--- src/rtl/serial_deser_pkg.sv ---
`default_nettype none
// ============================================================================
// Module   : serial_deser_pkg
// Purpose  : Shared types and defaults for the serial deserializer.
// Revision : 1.0
// ============================================================================
package serial_deser_pkg;

    typedef enum logic {IDLE, COLLECT} deser_state_t;

    localparam int DESER_DEFAULT_WIDTH = 4;

endpackage
`default_nettype wire

--- src/rtl/deser_out_reg.sv ---
`default_nettype none
// ============================================================================
// Module   : deser_out_reg
// Purpose  : WIDTH-bit valid/ready holding register with overrun detect.
// Revision : 1.0
// ============================================================================
module deser_out_reg
    import serial_deser_pkg::*;
#(
    parameter int WIDTH = DESER_DEFAULT_WIDTH
) (
    input  logic             clk,
    input  logic             rst,
    input  logic             i_load,
    input  logic [WIDTH-1:0] i_load_data,
    input  logic             i_ready,
    output logic [WIDTH-1:0] o_word,
    output logic             o_valid,
    output logic             o_overrun_set
);

    logic [WIDTH-1:0] r_word;
    logic             r_valid;

    // A new word is dropped only when the held one is neither empty nor retiring.
    assign o_overrun_set = i_load && r_valid && !i_ready;

    always_ff @(posedge clk) begin
        if (rst) begin
            r_word  <= '0;
            r_valid <= 1'b0;
        end else if (i_load) begin
            if (!r_valid || i_ready) begin
                r_word  <= i_load_data;
                r_valid <= 1'b1;
            end
        end else if (r_valid && i_ready) begin
            r_valid <= 1'b0;
        end
    end

    assign o_word  = r_word;
    assign o_valid = r_valid;

endmodule
`default_nettype wire

--- src/rtl/serial_deserializer.sv ---
`default_nettype none
// ============================================================================
// Module   : serial_deserializer
// Purpose  : Reassembles MSB-first start-framed serial bits into WIDTH-bit words.
// Revision : 1.0
// ============================================================================
module serial_deserializer
    import serial_deser_pkg::*;
#(
    parameter int WIDTH = DESER_DEFAULT_WIDTH
) (
    input  logic             clk,
    input  logic             reset,
    input  logic             bit_valid,
    input  logic             bit_in,
    input  logic             start,
    input  logic             out_ready,
    input  logic             clr_err,
    output logic [WIDTH-1:0] word_out,
    output logic             word_valid,
    output logic             frame_err,
    output logic             overrun
);

    localparam int CW = $clog2(WIDTH + 1);

    deser_state_t     r_state;
    logic [WIDTH-1:0] r_sr;
    logic [CW-1:0]    r_cnt;
    logic             r_frame_err;
    logic             r_overrun;

    logic [WIDTH-1:0] w_shift;
    logic             w_last;
    logic             w_complete;
    logic             w_overrun_set;

    assign w_shift    = (r_sr << 1) | WIDTH'(bit_in);
    assign w_last     = (r_cnt == CW'(WIDTH - 1));
    assign w_complete = (r_state == COLLECT) && bit_valid && !start && w_last;

    always_ff @(posedge clk) begin
        if (reset) begin
            r_state     <= IDLE;
            r_sr        <= '0;
            r_cnt       <= '0;
            r_frame_err <= 1'b0;
            r_overrun   <= 1'b0;
        end else begin
            r_frame_err <= 1'b0;
            case (r_state)
                IDLE: begin
                    if (bit_valid && start) begin
                        r_sr    <= WIDTH'(bit_in);
                        r_cnt   <= CW'(1);
                        r_state <= COLLECT;
                    end
                end
                COLLECT: begin
                    if (bit_valid) begin
                        if (start) begin
                            // Resync: the marked bit opens a fresh frame.
                            r_sr        <= WIDTH'(bit_in);
                            r_cnt       <= CW'(1);
                            r_frame_err <= 1'b1;
                        end else if (w_last) begin
                            r_sr    <= w_shift;
                            r_cnt   <= '0;
                            r_state <= IDLE;
                        end else begin
                            r_sr  <= w_shift;
                            r_cnt <= r_cnt + CW'(1);
                        end
                    end
                end
                default: r_state <= IDLE;
            endcase

            if (w_overrun_set) begin
                r_overrun <= 1'b1;
            end else if (clr_err) begin
                r_overrun <= 1'b0;
            end
        end
    end

    deser_out_reg #(
        .WIDTH(WIDTH)
    ) u_out_reg (
        .clk          (clk),
        .rst          (reset),
        .i_load       (w_complete),
        .i_load_data  (w_shift),
        .i_ready      (out_ready),
        .o_word       (word_out),
        .o_valid      (word_valid),
        .o_overrun_set(w_overrun_set)
    );

    assign frame_err = r_frame_err;
    assign overrun   = r_overrun;

endmodule
`default_nettype wire

--- config.mk ---
export PLATFORM = sky130hd
export DESIGN_NAME = serial_deserializer
export DESIGN_NICKNAME = d
export VERILOG_FILES = /design/src/rtl/serial_deser_pkg.sv /design/src/rtl/deser_out_reg.sv /design/src/rtl/serial_deserializer.sv
export SDC_FILE = /design/constraint.sdc
export NUM_CORES = 1
export LEC_CHECK = 0
export ABC_AREA = 0
export CAP_MARGIN = 20
export CORE_MARGIN = 1
export CORE_UTILIZATION = 35
export DETAILED_ROUTE_END_ITERATION = 8
export GPL_ROUTABILITY_DRIVEN = 0
export PLACE_DENSITY = 0.66
export SYNTH_ARGS = -nofsm -noshare
export SYNTH_HDL_FRONTEND = slang
export SYNTH_SLANG_ARGS = --single-unit
--- constraint.sdc ---
create_clock -name clk -period 1.63 [get_ports clk]
set_clock_uncertainty 0.2 [all_clocks]
set_input_delay 0.326 -clock clk [delete_from_list [all_inputs] [get_ports clk]]
set_output_delay 0.326 -clock clk [all_outputs]
set_load 0.02 [all_outputs]
==> out/results.txt, run 1 <==
DR iter-0 viols = 9
CORE AREA = 1506 um^2
Vias = 497
Cell Area, Synth = 568.0 um^2
Total wire length = 998 um
GR Overflow Total = 0
Achievable Freq = 0.6608 GHz
Die area = 1788 um^2
Residual DRC = 0
Vias per inst = 5.020
Effective utilization at floorplan = 37.71%
Setup tns final = 0 ns
Yosys cell types = 21
ANT nets after route = 0
GRT Resource Usage Total = 12.35%
Status = finished clean
Leak pwr = 0.0003456 uW
Post-Syn Nets = 68
Area of the multi-input gates = 281.5 um^2
Register Area = 280.3 um^2
Num CTS Buffers = 3
EDFF count, synth = 0
Routed wire per std cell = 10.08 um
Tmin final = 1.513 ns
RSZ-0062 raised after global routing = no
R2R Path Start = r_cnt[0]
Layout cells sized above 1 = 19.28%
Crit. End Element = flop
Cell Chain, Critical Path = clkdlybuf4s50_1 > nand2_2 > nor4_4 > buf_4 > mux2i_1
Global-route wire length before repair = 1628 um
Worst-Skew Late Latency = 0.28 ns
Power, Total = 657.3 uW
Mean Syn Cell Area = 9.467 um^2
N_diodes = 0
Layout-stage area growth over the synthesis result = 41.41%
Chip Height = 42.29 um
Max_slew headroom = 82.29%
Hold buffers post-CTS = 0
Max-slew violations = 0
Most common cell in the netlist = dfxtp_1
HP Class = reg -> reg
Port bufs = 13
CTS tree = done
Synth top cells by count = 14 x dfxtp_1, 9 x nand2_1, 5 x mux2i_1, 5 x nor2_1, 4 x a21oi_1
CP Data Arrival Time = 1.52 ns
Kind of critical path = in -> reg
Synthesized instance count = 60
Dpl hpwl = 751.7 um
Final-report hold violation count = 0
CP Launch Type = input pin
Worst Path Max Fanout = 4
Final #Nets = 92
Slowest cell on the critical path = clkdlybuf4s50_1
Std cell rows = 14
Post-CTS Repair Setup Buffers = 0
H-tree lvl count = 1
Clk buf depth = 2
I/O Pins = 14
Hold_sp = u_out_reg.o_word[2]
Worst EP required = 1.64 ns
Die X = 42.29 um
DRT Pass-1 Iters = 4
Yosys warnings = 0
Setup Viol. Count Final = 0
Synth Flop Type = dfxtp_1
Register clock-pin slew on the reported worst setup and hold paths = 0.08 ns
Yosys top cell area share = 49.34%
TritonCTS Sinks = 14
Clk Tree Root Cell = clkbuf_4
Area contributors post-synth = dfxtp_1 49%, mux2i_1 8.8%, nand2_1 5.9%
Synth area leader = dfxtp_1
Largest net degree at the start of global routing = 11
Post-synth ARST share = 0%
Number of global-route vias before repair = 400
Crit share post-route = 92.84%
Sequential share of the synthesized area = 49.34%
CP Launch Point = bit_valid
Worst-Margin Slew = 0.2641 ns
Slowest stage delay, CP = 0.50 ns
Max IR drop VDD = 0.4506 mV
# fillers = 158
Max-Cap Viols = 0
Initial antenna violation count = 0
Pwr Density = 818.3 nW/um^2
Yosys reg bits = 14
==> final timing paths <==
check,end,slack (ns),cells after the start
max,u_out_reg.o_word[0],0.12,5
min,u_out_reg.o_word[2],0.26,2
max reg2reg,u_out_reg.o_word[0],0.14,5
min reg2reg,u_out_reg.o_word[2],0.26,2
==> kinds of logic (layout without fill, tap and decap cells) <==
group,after synthesis,in the layout,share of synthesized area (%)
AND/OR/NAND/NOR,24,24,23.35
flip-flops,14,14,49.34
AO/OA/AOI/OAI,12,12,13.44
multiplexers,5,5,8.811
buffers and inverters,4,27,2.862
adder cells (fa/ha/maj),1,1,2.202
==> layout by cell type (no fill, tap or decap), types with 2 or more instances in the layout <==
master           Yosys  routed
clkdlybuf4s50_1      0       6
inv_1                2       2
clkbuf_4             0       3
a21oi_1              4       4
nor2_1               5       5
buf_4                0       7
o21ai_0              2       2
nand3_1              2       2
dlygate4sd2_1        0       7
dfxtp_1             14      14
nand2_1              9       9
a22oi_1              3       3
nor2b_1              2       2
mux2i_1              5       5
==> registers in the layout, indices dropped and copies added, names as in the netlist <==
name               count
overrun                1
r_cnt                  3
r_state                1
u_out_reg.o_word       4
u_out_reg.o_valid      1
r_sr                   3
frame_err              1
==> critical path, delay by kind of cell <==
kind	cells	cell delay (ns)
buf+inv	2	0.68
mux	1	0.18
simple gates	2	0.34
==> routing by layer <==
metal	GRT usage [%]	routed length, um
met3	6.034	52
met2	17.54	431
met4	5.625	10
met5	0	0
met1	15.68	503
==> stage by stage <==
step,util (%),area (um^2),hold WS (ns),worst slack (ns),instances
after floorplan,-,568.0,0.2378,0.1974,60
after global placement,50.83,765.7,0.2450,-0.1547,95
after detailed placement,50.83,765.7,0.2541,-0.1706,95
after CTS,52.66,793.3,0.2653,0.09428,99
after global routing,53.32,803.3,0.2885,0.01992,99
final,53.32,803.3,0.2614,0.1168,99
==> report_power, final <==
part	total (uW)	internal [uW]	switching (uW)	leakage (uW)
combinational	54.4	29.7	24.8	0.000211
sequential	354	348	6.31	0.000113
clock	248	136	113	0.0000210
==> repair_timing <==
action,in CTS,in global routing
gates cloned,0,0
endpoints found under the setup margin,7,4
resized for setup,7,2
==> cell type report <==
cell class	instances	area share [%]
Clock buffer	4	4.517
Inverter	3	1.402
Multi-Input combinational cell	42	35.05
Tap cell	16	2.492
Sequential cell	14	34.89
Timing Repair Buffer	20	21.65
(Power assumes the default switching activity.)
==> run 2, diff against run 1 <==
Settings changed: CORE_AREA set to 2 2 39 41, CORE_MARGIN 1 to not set, CORE_UTILIZATION 35 to not set, CTS_BUF_LIST set to sky130_fd_sc_hd__clkbuf_16, DIE_AREA set to 0 0 41 43, HOLD_SLACK_MARGIN set to 0.05, PLACE_DENSITY 0.66 to 0.77.
==> run 2 against run 1 <==
Sequential power is essentially flat. Critical endpoint unchanged. Maximum frequency shrank 0.90%. Non-clock buffer count up 1. Register-to-register slack got worse by 0.04 ns. First-iteration DRC count is 22% lower. Sequential cell count did not move. Worst hold slack worse by 0.0020 ns.
==> out/results.txt, run 2 (same netlist as run 1, synthesis figures left out) <==
R2r worst-path depth = 5
Util after Layout = 61.57%
Max_slew headroom = 77.46%
RSZ-0062 raised after global routing = no
Global-route wire length before repair = 1904 um
Chip Height = 43 um
Effective utilization at floorplan = 41.05%
H-tree lvl count = 1
Dpl hpwl = 881 um
Final WS setup = 0.1030 ns
Final-report hold violation count = 0
Max reg flops = 4
Leak pwr = 0.0003749 uW
Cell Chain, Critical Path = ha_2 > nand2b_4 > nor4_4 > buf_4 > mux2i_1
Register clock-pin slew on the reported worst setup and hold paths = 0.04 ns
Crit share post-route = 93.68%
Register Area = 280.3 um^2
CTS tree = done
Number of global-route vias before repair = 477
Worst-Skew Late Latency = 0.24 ns
Routed wire per std cell = 12.61 um
Most common cell after layout, fill and taps aside = dfxtp_1
DP Worst Slack = -0.2063 ns
Port bufs = 13
Vias = 516
DR iter-0 viols = 7
Hold slack = 0.2594 ns
Final #Nets = 93
GR Overflow Total = 0
Status = finished clean
Crit. End Element = flop
CP Launch Type = flop
Std cell rows = 14
I/O Pins = 14
CORE AREA = 1384 um^2
Cell count of the worst hold path = 2
Leading cell types in the layout, fill and taps excluded = 14 x dfxtp_1, 9 x nand2_1, 8 x buf_4
Area of the multi-input gates = 281.5 um^2
CP Data Arrival Time = 1.49 ns
GRT Resource Usage Total = 16.75%
Layout-stage area growth over the synthesis result = 50.00%
# fillers = 124
R2R Path Start = r_cnt[0]
Initial antenna violation count = 0
Worst Path Max Fanout = 4
N_diodes = 0
Clk Tree Root Cell = clkbuf_16
Setup Viol. Count Final = 0
Max-slew violations = 0
Slowest stage delay, CP = 0.36 ns
Max-Cap Viols = 0
Power, Total = 860.3 uW
DRT Pass-1 Iters = 4
Tmin final = 1.527 ns
ANT nets after route = 0
Total wire length = 1248 um
Kind of critical path = reg -> reg
Num CTS Buffers = 3
Achievable Freq = 0.6549 GHz
HP Class = reg -> reg
Die area = 1763 um^2
Max IR drop VDD = 0.6297 mV
Slowest cell on the critical path = dfxtp_1
Clk buf depth = 2
Vias per inst = 5.212
Worst r2r dst = u_out_reg.o_word[0]
R2r setup slk = 0.10 ns
Post-CTS Repair Setup Buffers = 0
Die X = 41 um
Layout cells sized above 1 = 19.28%
Pwr Density = 1010 nW/um^2
Hold Path End = u_out_reg.o_word[2]
Largest net degree at the start of global routing = 10
Worst-Margin Slew = 0.3346 ns
TritonCTS Sinks = 14
Hold_sp = u_out_reg.o_word[2]
Hold buffers post-CTS = 0
Residual DRC = 0
Worst EP required = 1.60 ns
-- run 2: repair_timing --
action                                  4_1_cts  5_1_grt
gates cloned                                  0        0
resized for setup                             7        3
endpoints found under the setup margin        7        4
-- run 2: per-layer routing --
layer  track usage (%)  up-vias  part of all wire, %
met4             12.00        0                  3.5
met1             18.95      243                   45
met5                 0        -                    0
met2             25.31       10                   49
li1                  -      258                    -
met3             4.712        5                  3.1
-- run 2: worst max-delay path by stage --
stage / startpoint / endpoint
after floorplan: r_cnt[0] / u_out_reg.o_word[0]
after global placement: bit_valid / u_out_reg.o_word[2]
after detailed placement: bit_valid / u_out_reg.o_word[0]
after CTS: r_cnt[0] / u_out_reg.o_word[0]
after global routing: start / r_sr[2]
final: r_cnt[0] / u_out_reg.o_word[0]
-- run 2: metrics by stage --
step	area, um^2	std cells	TNS, ns
6_report	852.1	99	0
5_1_grt	852.1	99	0
4_1_cts	839.6	99	0
3_5_place_dp	773.2	96	-1.213
3_3_place_gp	773.2	96	-1.225
2_1_floorplan	568.0	60	0
-- run 2: worst max-delay path: cells and delay by family (launching register included) --
family        cells  cell delay [ns]
fa+ha+maj         1             0.24
mux               1             0.19
simple gates      2             0.28
flops             1             0.36
buf+inv           1             0.18
-- run 2: area by class of cell --
class | instances | share of cell area (%)
Clock buffer | 3 | 8.811
Inverter | 3 | 1.322
Multi-Input combinational cell | 42 | 33.04
Sequential cell | 14 | 32.89
Tap cell | 16 | 2.349
Timing Repair Buffer | 21 | 21.59
-- run 2: power by group --
group	leakage [uW]	total [uW]	internal [uW]	switching [uW]
combinational	0.000224	59.2	32.5	26.7
clock	0.0000370	444	319	125
sequential	0.000113	357	350	6.64
==> run 3, diff against run 2 <==
Settings changed: CTS_BUF_LIST sky130_fd_sc_hd__clkbuf_16 to sky130_fd_sc_hd__clkbuf_4 sky130_fd_sc_hd__clkbuf_8 sky130_fd_sc_hd__clkbuf_16.
==> run 3 against run 2 <==
First-iteration DRC count increased by 43%. Core utilization fell by 4.4 points. Sequential share of layout area up 2.7 points. Non-clock buffer count did not move. Combinational power is essentially flat. Critical path type unchanged. Sequential power about the same. Via count down 1.7%. Maximum frequency decreased by 1.4%. Register-to-register slack worse by 0.02 ns. Critical endpoint unchanged. Critical path depth unchanged. Setup slack got worse by 0.021 ns.
==> out/results.txt, run 3 (same netlist as run 1, synthesis figures left out) <==
Status = finished clean
Worst EP required = 1.63 ns
Setup tns final = 0 ns
CP Data Arrival Time = 1.55 ns
CORE AREA = 1384 um^2
Die area = 1763 um^2
Max reg flops = 4
Global-route wire length before repair = 1842 um
Placed Cells = 96
Max IR drop VDD = 0.4735 mV
GR Overflow Total = 0
Clk Tree Root Cell = clkbuf_4
Achievable Freq = 0.6460 GHz
Register clock-pin slew on the reported worst setup and hold paths = 0.08 ns
Number of global-route vias before repair = 455
Total wire length = 1168 um
Hold slack = 0.2641 ns
TritonCTS Sinks = 14
Crit share post-route = 94.97%
Final WS setup = 0.08198 ns
Hold Path End = u_out_reg.o_word[1]
Util after Layout = 57.14%
Leak pwr = 0.0003417 uW
Port bufs = 13
Final-report hold violation count = 0
Top Family by Delay on Critical Path = flip-flops
ANT nets after route = 0
Vias per inst = 5.121
RSZ-0062 raised after global routing = no
Clk buf depth = 2
Crit. End Element = flop
Worst r2r dst = u_out_reg.o_word[0]
Max-slew violations = 0
Final #Nets = 93
Layout cells sized above 1 = 19.28%
Max_slew headroom = 76.38%
HP Class = reg -> reg
Die X = 41 um
I/O Pins = 14
Worst-Skew Late Latency = 0.27 ns
Fin cells = 99
Most common cell after layout, fill and taps aside = dfxtp_1
DRT Pass-1 Iters = 4
CTS tree = done
PostCTS Resize Cnt = 7
Chip Height = 43 um
Worst Path Max Fanout = 4
Leading cell types in the layout, fill and taps excluded = 13 x dfxtp_1, 9 x nand2_1, 8 x buf_4
R2r setup slk = 0.08 ns
Std cell rows = 14
Dpl hpwl = 881 um
Num CTS Buffers = 3
Residual DRC = 0
GRT Resource Usage Total = 15.64%
Cell Chain, Critical Path = ha_2 > nand2b_1 > nor4_4 > buf_4 > mux2i_1
CP Launch Type = flop
DP Worst Slack = -0.2063 ns
Max-Cap Viols = 0
CP Launch Point = r_cnt[0]
Pwr Density = 760.3 nW/um^2
Initial antenna violation count = 0
Worst-Margin Slew = 0.3506 ns
R2r worst-path depth = 5
Effective utilization at floorplan = 41.05%
R2R Path Start = r_cnt[0]
Largest net degree at the start of global routing = 10
DR iter-0 viols = 10
Slowest cell on the critical path = dfxtp_2
Hold buffers post-CTS = 0
Vias = 507
Hold_sp = u_out_reg.o_word[1]
Routed wire per std cell = 11.80 um
Slowest stage delay, CP = 0.35 ns
Cell count of the worst hold path = 2
Setup Viol. Count Final = 0
N_diodes = 0
H-tree lvl count = 1
Tmin final = 1.548 ns
Layout-stage area growth over the synthesis result = 39.21%
Stages on worst setup path = 5
WP buf/inv = 1
Post-CTS Repair Setup Buffers = 0
Kind of critical path = reg -> reg
-- run 3: changes by cell type in the layout (fill, tap and decap cells not counted), sizes merged --
cell	previous run	this run
clkdlybuf4s50	5	6
dlymetal6s2s	1	0
-- run 3: worst max-delay path by stage --
stage | end | slack, ns
finish | u_out_reg.o_word[0] | 0.08
detailed placement | u_out_reg.o_word[0] | -0.21
global placement | u_out_reg.o_word[2] | -0.17
global route | u_out_reg.o_word[0] | 0.004
floorplan | u_out_reg.o_word[0] | 0.20
CTS | u_out_reg.o_word[0] | 0.03
-- run 3: final cells by class --
cell class                      instances  area (um^2)
Fill cell                             133        593.1
Multi-Input combinational cell         42        274.0
Tap cell                               16        20.02
Timing Repair Buffer                   21        181.4
Inverter                                3        11.26
Sequential cell                        14        281.5
Clock buffer                            3        22.52
-- run 3: metrics by stage --
stage	total power (uW)	cell area [um^2]
after floorplan	385.6	568.0
after global placement	420.7	773.2
after detailed placement	422.1	773.2
after CTS	608.3	787.0
after global routing	631.4	790.8
final	601.2	790.8
-- run 3: routing by layer --
layer | vias to the layer above | part of all wire, % | GRT usage (%)
met3 | 2 | 2.3 | 3.141
met2 | 7 | 50 | 24.38
met5 | - | 0 | 0
met4 | 0 | 2.1 | 10.00
met1 | 243 | 46 | 18.30
li1 | 255 | - | -
-- run 3: report_power, final --
group / switching (uW) / internal, uW / leakage, uW
combinational: 26.6 / 32.8 / 0.000214
clock: 101 / 85.4 / 0.0000138
sequential: 6.58 / 349 / 0.000114
total: 134 / 467 / 0.000342
-- run 3: tightest hold or removal path, stage by stage (launching register included) --
cell	delay [ns]
dfxtp_1	0.31
nand2_1	0.05
mux2i_1	0.05
==> edit: new RTL, config.mk and constraints of run 3 <==
Make the reset (`reset` and `rst`) asynchronous in 2 clocked blocks.
--- a/src/rtl/deser_out_reg.sv
+++ b/src/rtl/deser_out_reg.sv
@@ -25,7 +25,7 @@
     // A new word is dropped only when the held one is neither empty nor retiring.
     assign o_overrun_set = i_load && r_valid && !i_ready;
 
-    always_ff @(posedge clk) begin
+    always_ff @(posedge clk or posedge rst) begin
         if (rst) begin
             r_word  <= '0;
             r_valid <= 1'b0;
--- a/src/rtl/serial_deserializer.sv
+++ b/src/rtl/serial_deserializer.sv
@@ -39,7 +39,7 @@
     assign w_last     = (r_cnt == CW'(WIDTH - 1));
     assign w_complete = (r_state == COLLECT) && bit_valid && !start && w_last;
 
-    always_ff @(posedge clk) begin
+    always_ff @(posedge clk or posedge reset) begin
         if (reset) begin
             r_state     <= IDLE;
             r_sr        <= '0;
Check against the original RTL: differs if reset is asserted again (counterexample within 4 cycles, from zero or initial values and one cycle with reset high); with reset held inactive, the same outputs for 10 cycles.
==> edit against run 3 <==
Non-clock buffer count up 1. Final area up 6.6%. Sequential share of layout area up 5.9 points. Sequential cell count unchanged. Setup slack worse by 0.049 ns. Via count down 18%. Die area unchanged. Synthesized area up 6.4%. Maximum frequency down 3.1%. Synthesized cell count down 28%. Wire length down 9.3%.
Power is not compared: it rests on default switching activity, and its combinational part moved more than twofold at a synthesized area within 25%.
==> edit: results <==
{
  "leakage_nw": 0.436,
  "bufAreaShareNonClock": 0.224,
  "clock_buffers": 4,
  "synthAdderAreaFrac": 0.0207,
  "buffers": 22,
  "grt_pass1_vias": 439,
  "crit_path_start": "start",
  "syn-num-nets": 51,
  "final_nets": 77,
  "wl_per_cell_um": 12.6,
  "portBuffers": 13,
  "grt_max_degree": 15,
  "r2r.worst_path.cells": 4,
  "gr-usage-all-layers": 0.150,
  "rr_startpoint": "r_cnt[0]",
  "outcome": "finished, final reports clean",
  "worst_pin_slew_ns": 0.207,
  "async_flop_share": 1.00,
  "synth_common_cells": "14 x dfrtp_1, 4 x a22o_2, 4 x mux2_4, 4 x nand2_1, 2 x inv_1",
  "cp_slowest_cell": "clkdlybuf4s50_1",
  "synth_top_area_frac": 0.580,
  "synth_compound_area_frac": 0.139,
  "ys_seq_area_frac": 0.580,
  "synth.area.top_cells": "dfrtp_1 58%, mux2_4 9.9%, a22o_2 6.6%",
  "hold_path_class": "in2async",
  "synthMuxAreaShare": 0.118,
  "num_vias": 414,
  "multi_input_area_share": 0.285,
  "timing.rr.end": "u_out_reg.o_word[1]",
  "cts_buffer_depth": 2,
  "yosysWarnings": 0,
  "clkCellAreaFrac": 0.0430,
  "fillCellCount": 98,
  "cts.repair.resized": 9,
  "n_all_inverters": 2,
  "cp_slowest_stage_delay_ns": 0.41,
  "ys_types": 20,
  "drt-initial-drc-count": 6,
  "grt_pass1_wl_mm": 1.79,
  "nFlopsAndLatches": 14,
  "dp_hpwl_um": 791,
  "synth_xor_area_frac": 0,
  "crit_family": "simple AND/OR/NAND/NOR gates",
  "multi_input_gates": 26,
  "drive_above_1_share": 0.397,
  "yosys_most_used_dff": "dfrtp_1",
  "seqAreaFraction": 0.415
}
-- edit: cell types whose count changed after synthesis, sizes merged, moves of 4 or more --
| cell | change |
|---|---|
| dfxtp | -14 |
| a22o | +5 |
| mux2 | +5 |
| mux2i | -5 |
| nand2 | -6 |
| dfrtp | +14 |
| a21oi | -4 |
| nor2 | -5 |
-- edit: stage by stage --
step                std cells  setup TNS, ns  hold WS (ns)  instance area [um2]  worst slack, ns
global route               84              0         0.186                  843           0.0213
CTS                        84              0         0.147                  843           0.0341
detailed placement         80          -2.26         0.284                  811           -0.352
floorplan                  43              0        0.0152                  604           0.0202
global placement           80          -1.99         0.288                  811           -0.328
finish                     84              0         0.144                  843           0.0330
-- edit: layer usage --
metal	wire [um]	track usage
met3	44	0.0314
met4	0	0.0733
met2	547	0.234
met5	0	0
met1	467	0.188
-- edit: worst register-to-register path, delay by kind of cell, from the launching register on --
family                     cells  cell delay [ns]
and+or+nand+nor                2             0.41
DFF                            1             0.36
muxes                          1             0.30
adders and majority gates      1             0.16
